==> config.mk <==
export PLATFORM = sky130hd
export DESIGN_NAME = fuec_rd_scrub_ctrl
export DESIGN_NICKNAME = d
export VERILOG_FILES = /design/src/rtl/fuec_rd_pkg.sv /design/src/rtl/fuec_rd_scrub_ctrl_fifo.sv /design/src/rtl/fuec_rd_scrub_ctrl.sv
export SDC_FILE = /design/constraint.sdc
export NUM_CORES = 1
export LEC_CHECK = 0
export ABC_AREA = 1
export BUFFER_PORTS_ARGS = -buffer_cell sky130_fd_sc_hd__buf_2
export CAP_MARGIN = 0
export CORE_MARGIN = 5
export CORE_UTILIZATION = 56
export CTS_BUF_LIST = sky130_fd_sc_hd__clkbuf_8
export CTS_CLUSTER_SIZE = 25
export DETAILED_ROUTE_END_ITERATION = 7
export PLACE_DENSITY = 0.93
export SLEW_MARGIN = 10
export SYNTH_ARGS = -nofsm -noshare
export SYNTH_HDL_FRONTEND = slang
export SYNTH_SLANG_ARGS = --single-unit
==> constraint.sdc <==
create_clock -name clk -period 2.46 [get_ports clk]
set_input_delay 0.123 -clock clk [delete_from_list [all_inputs] [get_ports clk]]
set_output_delay 0.123 -clock clk [all_outputs]
set_load 0.02 [all_outputs]
==> src/rtl/fuec_rd_pkg.sv <==
// Shared widths, scrub-entry layout and position encoder for the FUEC(12,8) read path.
package fuec_rd_pkg;

    localparam int FUEC_DATA_W = 8;
    localparam int FUEC_POS_W  = 3;
    localparam int FUEC_ADDR_W = 10;

    typedef struct packed {
        logic [FUEC_ADDR_W-1:0] addr;
        logic [FUEC_DATA_W-1:0] data;
    } scrub_entry_t;

    // Iterating from the top down leaves the lowest set bit as the result.
    function automatic logic [FUEC_POS_W-1:0] onehot_to_idx(input logic [FUEC_DATA_W-1:0] onehot);
        logic [FUEC_POS_W-1:0] idx;
        idx = '0;
        for (int i = FUEC_DATA_W - 1; i >= 0; i--) begin
            if (onehot[i]) idx = FUEC_POS_W'(i);
        end
        return idx;
    endfunction

endpackage

==> src/rtl/fuec_rd_scrub_ctrl_fifo.sv <==
// Scrub write-back queue: circular buffer with wrapping pointers and an occupancy count.
module fuec_wb_fifo #(
    parameter int WIDTH = 18,
    parameter int DEPTH = 2
) (
    input  logic             clk,
    input  logic             rst_n,
    input  logic             push,
    input  logic             pop,
    input  logic [WIDTH-1:0] din,
    output logic [WIDTH-1:0] dout,
    output logic             full,
    output logic             empty
);

    localparam int PTR_W = $clog2(DEPTH);
    localparam logic [PTR_W:0] FULL_CNT = DEPTH[PTR_W:0];

    logic [WIDTH-1:0] mem_q [DEPTH];
    logic [PTR_W-1:0] rd_ptr_q, rd_ptr_d;
    logic [PTR_W-1:0] wr_ptr_q, wr_ptr_d;
    logic [PTR_W:0]   count_q, count_d;
    logic             do_push, do_pop;

    assign full  = (count_q == FULL_CNT);
    assign empty = (count_q == '0);
    // A pop in the same cycle frees the slot a push into a full queue needs.
    assign do_pop  = pop & ~empty;
    assign do_push = push & (~full | do_pop);
    assign dout    = empty ? '0 : mem_q[rd_ptr_q];

    always_comb begin
        rd_ptr_d = rd_ptr_q;
        wr_ptr_d = wr_ptr_q;
        count_d  = count_q;
        if (do_pop)  rd_ptr_d = rd_ptr_q + 1'b1;
        if (do_push) wr_ptr_d = wr_ptr_q + 1'b1;
        case ({do_push, do_pop})
            2'b10:   count_d = count_q + 1'b1;
            2'b01:   count_d = count_q - 1'b1;
            default: count_d = count_q;
        endcase
    end

    always_ff @(posedge clk or negedge rst_n) begin
        if (!rst_n) begin
            rd_ptr_q <= '0;
            wr_ptr_q <= '0;
            count_q  <= '0;
        end else begin
            rd_ptr_q <= rd_ptr_d;
            wr_ptr_q <= wr_ptr_d;
            count_q  <= count_d;
        end
    end

    always_ff @(posedge clk) begin
        if (do_push) mem_q[wr_ptr_q] <= din;
    end

endmodule

==> src/rtl/fuec_rd_scrub_ctrl.sv <==
// Read-path stage after the FUEC decoder: registered output beat, scrub queueing and error statistics.
module fuec_rd_scrub_ctrl
    import fuec_rd_pkg::*;
#(
    parameter int ADDR_W   = FUEC_ADDR_W,
    parameter int WB_DEPTH = 2,
    parameter int CNT_W    = 16
) (
    input  logic                   clk,
    input  logic                   rst_n,
    input  logic                   in_valid,
    output logic                   in_ready,
    input  logic [ADDR_W-1:0]      in_addr,
    input  logic [FUEC_DATA_W-1:0] data_dec,
    input  logic [FUEC_DATA_W-1:0] pos_error,
    output logic                   out_valid,
    input  logic                   out_ready,
    output logic [ADDR_W-1:0]      out_addr,
    output logic [FUEC_DATA_W-1:0] out_data,
    output logic                   out_corr,
    output logic [FUEC_POS_W-1:0]  out_pos,
    input  logic                   scrub_en,
    output logic                   wb_valid,
    input  logic                   wb_ready,
    output logic [ADDR_W-1:0]      wb_addr,
    output logic [FUEC_DATA_W-1:0] wb_data,
    input  logic                   clr_stats,
    output logic [CNT_W-1:0]       err_cnt,
    output logic [CNT_W-1:0]       drop_cnt,
    output logic [ADDR_W-1:0]      last_err_addr,
    output logic [FUEC_POS_W-1:0]  last_err_pos,
    output logic                   wb_ovf
);

    // Same {addr, data} layout as scrub_entry_t, sized by this instance's ADDR_W.
    typedef struct packed {
        logic [ADDR_W-1:0]      addr;
        logic [FUEC_DATA_W-1:0] data;
    } wb_entry_t;

    logic                  out_valid_q;
    logic [ADDR_W-1:0]     out_addr_q;
    logic [FUEC_DATA_W-1:0] out_data_q;
    logic                  out_corr_q;
    logic [FUEC_POS_W-1:0] out_pos_q;
    logic [CNT_W-1:0]      err_cnt_q, drop_cnt_q;
    logic [ADDR_W-1:0]     last_err_addr_q;
    logic [FUEC_POS_W-1:0] last_err_pos_q;
    logic                  wb_ovf_q;

    logic                  accept, beat_corr, corr_beat, push_req, pop, drop;
    logic                  fifo_full, fifo_empty;
    logic [FUEC_POS_W-1:0] beat_pos;
    wb_entry_t             push_entry, head_entry;

    assign in_ready   = ~out_valid_q | out_ready;
    assign accept     = in_valid & in_ready;
    assign beat_corr  = |pos_error;
    assign beat_pos   = onehot_to_idx(pos_error);
    assign corr_beat  = accept & beat_corr;
    assign push_req   = corr_beat & scrub_en;
    assign pop        = wb_valid & wb_ready;
    assign drop       = push_req & fifo_full & ~pop;
    assign push_entry = '{addr: in_addr, data: data_dec};

    fuec_wb_fifo #(
        .WIDTH ($bits(wb_entry_t)),
        .DEPTH (WB_DEPTH)
    ) u_wb_fifo (
        .clk   (clk),
        .rst_n (rst_n),
        .push  (push_req),
        .pop   (pop),
        .din   (push_entry),
        .dout  (head_entry),
        .full  (fifo_full),
        .empty (fifo_empty)
    );

    assign wb_valid = ~fifo_empty;
    assign wb_addr  = head_entry.addr;
    assign wb_data  = head_entry.data;

    always_ff @(posedge clk or negedge rst_n) begin
        if (!rst_n) begin
            out_valid_q <= 1'b0;
            out_addr_q  <= '0;
            out_data_q  <= '0;
            out_corr_q  <= 1'b0;
            out_pos_q   <= '0;
        end else if (accept) begin
            out_valid_q <= 1'b1;
            out_addr_q  <= in_addr;
            out_data_q  <= data_dec;
            out_corr_q  <= beat_corr;
            out_pos_q   <= beat_pos;
        end else if (out_ready) begin
            out_valid_q <= 1'b0;
        end
    end

    // Clear has priority over a same-cycle increment or drop.
    always_ff @(posedge clk or negedge rst_n) begin
        if (!rst_n) begin
            err_cnt_q  <= '0;
            drop_cnt_q <= '0;
            wb_ovf_q   <= 1'b0;
        end else if (clr_stats) begin
            err_cnt_q  <= '0;
            drop_cnt_q <= '0;
            wb_ovf_q   <= 1'b0;
        end else begin
            if (corr_beat && err_cnt_q != '1) err_cnt_q <= err_cnt_q + 1'b1;
            if (drop && drop_cnt_q != '1)     drop_cnt_q <= drop_cnt_q + 1'b1;
            if (drop)                         wb_ovf_q <= 1'b1;
        end
    end

    always_ff @(posedge clk or negedge rst_n) begin
        if (!rst_n) begin
            last_err_addr_q <= '0;
            last_err_pos_q  <= '0;
        end else if (corr_beat) begin
            last_err_addr_q <= in_addr;
            last_err_pos_q  <= beat_pos;
        end
    end

    assign out_valid     = out_valid_q;
    assign out_addr      = out_addr_q;
    assign out_data      = out_data_q;
    assign out_corr      = out_corr_q;
    assign out_pos       = out_pos_q;
    assign err_cnt       = err_cnt_q;
    assign drop_cnt      = drop_cnt_q;
    assign last_err_addr = last_err_addr_q;
    assign last_err_pos  = last_err_pos_q;
    assign wb_ovf        = wb_ovf_q;

endmodule

Word-level counts from Yosys, hierarchy flattened

Memory sizes are Yosys's and may differ from the RTL's.
Cells that the tools add are included.

Flip-flop bits (word level): 73
Memory bits (writable): 36
Output and inout port bits: 89
Memories kept: 1

Memory list:

| memory          | words | bits a word | rd ports | clocked after memory_dff | write ports | line                          | source |
|---|---|---|---|---|---|---|---|
| u_wb_fifo.mem_q | 2     | 18          | 1        | 0                        | 1           | fuec_rd_scrub_ctrl_fifo.sv:19 | `logic [WIDTH-1:0] mem_q [DEPTH];` |

Add/subtract/negate cells: 6
Eq/ne operators: 5
Mux-type cells: 20
Bitwise operators: 14
Reductions and logical operators: 9

Operators by type and width:

| operator                | number |
|---|---|
| $mux W16                | 4 |
| $add A16 B1 Y16 const B | 2 |
| $ne A16 B16 Y1 const B  | 2 |
| $mux W3                 | 8 |
| $mux W18                | 1 |
| $reduce_bool A2 Y1      | 5 |
| $and A1 B1 Y1           | 8 |
| $reduce_or A8 Y1        | 1 |
| $mux W1                 | 6 |
| $eq A2 B2 Y1 const B    | 2 |
| $not A1 Y1              | 4 |
| $pmux W2 S2             | 1 |
| $add A1 B1 Y1 const B   | 2 |
| $add A2 B1 Y2 const B   | 1 |
| $eq A2 B1 Y1 const B    | 1 |
| $logic_and A1 B1 Y1     | 2 |
| $logic_not A2 Y1        | 1 |
| $or A1 B1 Y1            | 2 |
| $sub A2 B1 Y2 const B   | 1 |

Logic depth before layout (Yosys ltp)

Depth after elaboration: 10
Mapped depth: 12

Modules after synthesis

From an unflattened synthesis, not the netlist that was laid out.

Cells, all modules: 601
Area, all modules: 5208.7 um2

Modules (own cells, without submodules):

| module             | times used | cells each | area an instance (um2) | seq. area each (um2) |
|---|---|---|---|---|
| fuec_rd_scrub_ctrl | 1          | 476        | 3618.5                 | 1726.7 |
| fuec_wb_fifo       | 1          | 125        | 1590.3                 | 1181.1 |

Least setup slack after synthesis

No wires, ideal clock.

Path kind: reg-to-reg
Start point: register out_valid_q, in the netlist out_valid
End point: memory u_wb_fifo.mem_q[0][0] (enable)
Arrival: 1887 ps
Slack: 181 ps
Stages on the path, launching flop included: 6
Buffers on the path: 0
Clock period less this slack: 2279 ps
Path through: dfrtp_1 -> a21oi_4 -> nand2_1 -> nand2_1 -> nand3b_1 -> nor2_1

Word-level cells in the longest chain between the ends: 8

Ends and longest elaborated chain:

| element                       | line                          | source |
|---|---|---|
| start: declaration            | fuec_rd_scrub_ctrl.sv:41      | `logic out_valid_q;` |
| start signal: assignment      | fuec_rd_scrub_ctrl.sv:86      | `out_valid_q <= 1'b0;` |
| start signal: assignment      | fuec_rd_scrub_ctrl.sv:92      | `out_valid_q <= 1'b1;` |
| start signal: assignment      | fuec_rd_scrub_ctrl.sv:98      | `out_valid_q <= 1'b0;` |
| $not A1 Y1                    | fuec_rd_scrub_ctrl.sv:56      | `assign in_ready = ~out_valid_q \| out_ready;` |
| $or A1 B1 Y1                  | fuec_rd_scrub_ctrl.sv:56      |  |
| $and A1 B1 Y1                 | fuec_rd_scrub_ctrl.sv:57      | `assign accept = in_valid & in_ready;` |
| $and A1 B1 Y1                 | fuec_rd_scrub_ctrl.sv:60      | `assign corr_beat = accept & beat_corr;` |
| $and A1 B1 Y1                 | fuec_rd_scrub_ctrl.sv:61      | `assign push_req = corr_beat & scrub_en;` |
| $and A1 B1 Y1                 | fuec_rd_scrub_ctrl_fifo.sv:29 | `assign do_push = push & (~full \| do_pop);` |
| $mux W1                       | fuec_rd_scrub_ctrl_fifo.sv:58 | `if (do_push) mem_q[wr_ptr_q] <= din;` |
| $mux W1 (implied by the code) | fuec_rd_scrub_ctrl_fifo.sv:58 |  |
| end: declaration              | fuec_rd_scrub_ctrl_fifo.sv:19 |  |

No other way between the ends.

Final worst setup path

Start point: register out_valid_q, in the netlist out_valid
End point: register u_wb_fifo.count_q[1]

Word-level cells in the longest chain between the ends: 8
Elaborated cells between the ends (all ways): 10

Ends and longest elaborated chain:

| element                                                  | line                          | source |
|---|---|---|
| $not A1 Y1 (*)                                           | fuec_rd_scrub_ctrl.sv:56      |  |
| $or A1 B1 Y1 (*)                                         | fuec_rd_scrub_ctrl.sv:56      |  |
| $and A1 B1 Y1 (*)                                        | fuec_rd_scrub_ctrl.sv:57      |  |
| $and A1 B1 Y1 (*)                                        | fuec_rd_scrub_ctrl.sv:60      |  |
| $and A1 B1 Y1 (*)                                        | fuec_rd_scrub_ctrl.sv:61      |  |
| $and A1 B1 Y1 (*)                                        | fuec_rd_scrub_ctrl_fifo.sv:29 |  |
| $eq A2 B1 Y1 / $eq A2 B2 Y1 (equally long branches)      | fuec_rd_scrub_ctrl_fifo.sv:38 | `case ({do_push, do_pop})` |
| $pmux W2 S2 / $reduce_bool A2 Y1 (equally long branches) | --                            |  |
| end signal: assignment                                   | fuec_rd_scrub_ctrl_fifo.sv:53 | `count_q <= count_d;` |
| end: declaration                                         | fuec_rd_scrub_ctrl_fifo.sv:22 | `logic [PTR_W:0] count_q, count_d;` |

Every way passes the cells marked *; elsewhere a longest branch is shown, timed or not.
A chain may end at the register's enable or synchronous reset.

==> results.ini <==
[yosys]
synth-seq-cells = 109
synthCells = 585
ys_async_sr_fraction_pct = 67.0
ys_top_cells_by_area = dfrtp_1 (36%), edfxtp_1 (21%), nand2_1 (15%)
yosysTopAreaCell = dfrtp_1
syn_area_sq_um = 5130
synth_top_flop_cell = dfrtp_1
synth_commonest_cells = nand2_1 (200), dfrtp_1 (73), nand3_1 (50)
synth.top_cell.area_share_pct = 35.6
synth_edf_count = 36
synth.most_common_cell = nand2_1
yosys_warnings = 0
ys_types = 34
synth_fp_nets = 621
syn_avg_cell_area_sq_um = 8.77
yosysSeqAreaShare_pct = 56.7

[placement]
io_buffers = 121
dp_hpwl_mm = 8.85
routabilityCongestion = 0.858

[setup_path]
cp_max_fo = 8
critPathBufInv = 0
end_kind = register
crit_top_cell = nand2_1
slowest_stage = dfrtp_1
slowest_delay_ns = 0.43
start_kind = register
path_delay_family = compound AO/OA/AOI/OAI gates
critPathRequiredTime_ns = 2.69
cp.arrival_ns = 2.20
criticalPathCategory = register to register
path_cells = a21oi_4 > nand2_1 > nand2_1 > nand3b_1 > ha_1 > a21oi_1 > o21ai_0 > xor2_1

[timing]
hold_viol_final = 0
max_freq_mhz = 510
rsz0062_at_grt = no
whs_ns = 0.0171
relSlewSlack_pct = 36.6
min_period_over_period_pct = 79.7
finalSetupViolCount = 0
tns_ns = 0
drv_slew = 0
clock_skew_ns = 0.0115
min_period_ns = 1.96
tightestPinTransition_ns = 0.950

[drt]
viasPerCell = 5.31
wire_per_inst_um = 15.0
drt_iter0_markers = 223
vias = 4463
dr.pass1.iters = 5
drt.antenna.violating_nets = 0
drc_errors = 0
drt_wl_total_mm = 12.6

[floorplan]
core_sq_um = 9060
ios = 122
initial_core_util_pct = 56.6
rows = 35
die-area_sq_um = 11200
die_w_um = 106
die_y_um = 106

[cts]
clockRootBuffer = clkbuf_8
cts_tree = yes
cts_resized = 0
clkTransAtPathRegs_ns = 0.10
htree_num_levels = 3
tritoncts.num_buffers = 9
cts_buffer_depth = 2
worstSkewPairLatency_ns = 0.36
clock_sinks = 109

[power_and_ir_drop]
ir_worst_vdd_uv = 407
power.density_nw_per_um2 = 735
leakagePower_nw = 3.21

[global_route]
grt_start_max_net_pins = 74
grt_overflow = 0
grt_pass1_wl_mm = 20.6
grt_usage_pct = 22.8
antenna_found_initial = 0
grt_pass1_vias = 4349

[finish]
drive_above_1_share_pct = 23.6
nNetsFinal = 761
n_antenna_cell = 0
area_delta_synth_final_pct = 21.4

[run]
cap_viol_max_count = 0

[run_status]
status = complete, no violations

[worst_hold_path]
hold_class = input pin to register

## through the flow
stage	cell area (sq um)	utilization [%]	std cells	power, mW	setup slack (ns)
after detailed placement	5850	64.5	806	3.55	0.525
after floorplan	5130	-	585	3.04	0.181
after global routing	6230	68.7	841	4.81	0.328
after global placement	5850	64.5	806	3.50	0.600
final	6230	68.7	841	4.58	0.499
after CTS	6230	68.7	841	4.59	0.488
## state kept, by name, summed over array words and instances (netlist names), 2 cells and up
| signal | flops |
|---|---|
| last_err_pos | 3 |
| u_wb_fifo.count_q | 2 |
| err_cnt | 16 |
| out_addr | 10 |
| drop_cnt | 16 |
| u_wb_fifo.mem_q | 36 |
| out_pos | 3 |
| out_data | 8 |
| last_err_addr | 10 |
## cell families after synthesis
family	synth area share, %
AOI/OAI and AO/OA	5.61
xor gates and xnor gates	3.41
adders and majority gates	0.731
buffers and inverters	5.56
DFF	56.7
and+or+nand+nor	28.0
## path summary, 6_finish.rpt
path | startpoint | endpoint | slack, ns | cells after the start
worst max-delay path | out_valid | u_wb_fifo.count_q[1] | 0.50 | 8
worst min-delay path | in_addr[9] | u_wb_fifo.mem_q[0][17] | 0.02 | 1
worst max register to register | out_valid | u_wb_fifo.count_q[1] | 0.50 | 8
worst min register to register | out_data[6] | out_data[6] | 0.48 | 2
max in group asynchronous | rst_n | out_data[4] | 1.41 | 2
min in group asynchronous | rst_n | drop_cnt[15] | 0.44 | 2
## routing by layer
metal  track usage [%]  share of wire, %  vias to the layer above
met5                 0                 0                        -
met4              5.00              0.56                        0
met3              4.04               6.7                        8
met2              41.4                53                      171
met1              28.4                40                     2115
li1                  -                 -                     2169
## cell usage in the layout, fill, tap and decap left out, types with 2 or more instances in the layout
| master | count |
|---|---|
| dfrtp_1 | 73 |
| nand3b_1 | 2 |
| inv_1 | 42 |
| nand3_1 | 50 |
| clkinv_1 | 2 |
| o21bai_1 | 6 |
| nand4_1 | 16 |
| ha_1 | 3 |
| o21ai_0 | 19 |
| buf_2 | 120 |
| nand2_1 | 200 |
| inv_2 | 6 |
| buf_4 | 9 |
| clkinv_4 | 2 |
| a21oi_1 | 21 |
| nand2_2 | 9 |
| nor2_1 | 44 |
| nor3_2 | 2 |
| dlygate4sd3_1 | 19 |
| inv_6 | 2 |
| nor2_4 | 3 |
| xor2_1 | 19 |
| edfxtp_1 | 36 |
| o21ai_1 | 2 |
| clkbuf_8 | 9 |
## power by group
| part | internal [mW] | total (mW) | switching [mW] |
|---|---|---|---|
| Clock | 0.394 | 1.02 | 0.630 |
| Sequential | 2.07 | 2.18 | 0.111 |
| Combinational | 0.427 | 1.37 | 0.943 |
## final cells by class
type / instances / area, sq um
Sequential cell: 109 / 2910
Fill cell: 696 / 2840
Multi-Input combinational cell: 406 / 1940
Timing Repair Buffer: 148 / 858
Inverter: 51 / 194
Tap cell: 111 / 139
Clock buffer: 9 / 124
Clock inverter: 7 / 67.6
## timing repair
action | 4_1_cts | 5_1_grt
hold buffers | 19 | 0
setup buffers | 0 | 0
hold endpoints to repair | 114 | 0
No activity file was read; power rests on OpenSTA's default activity.
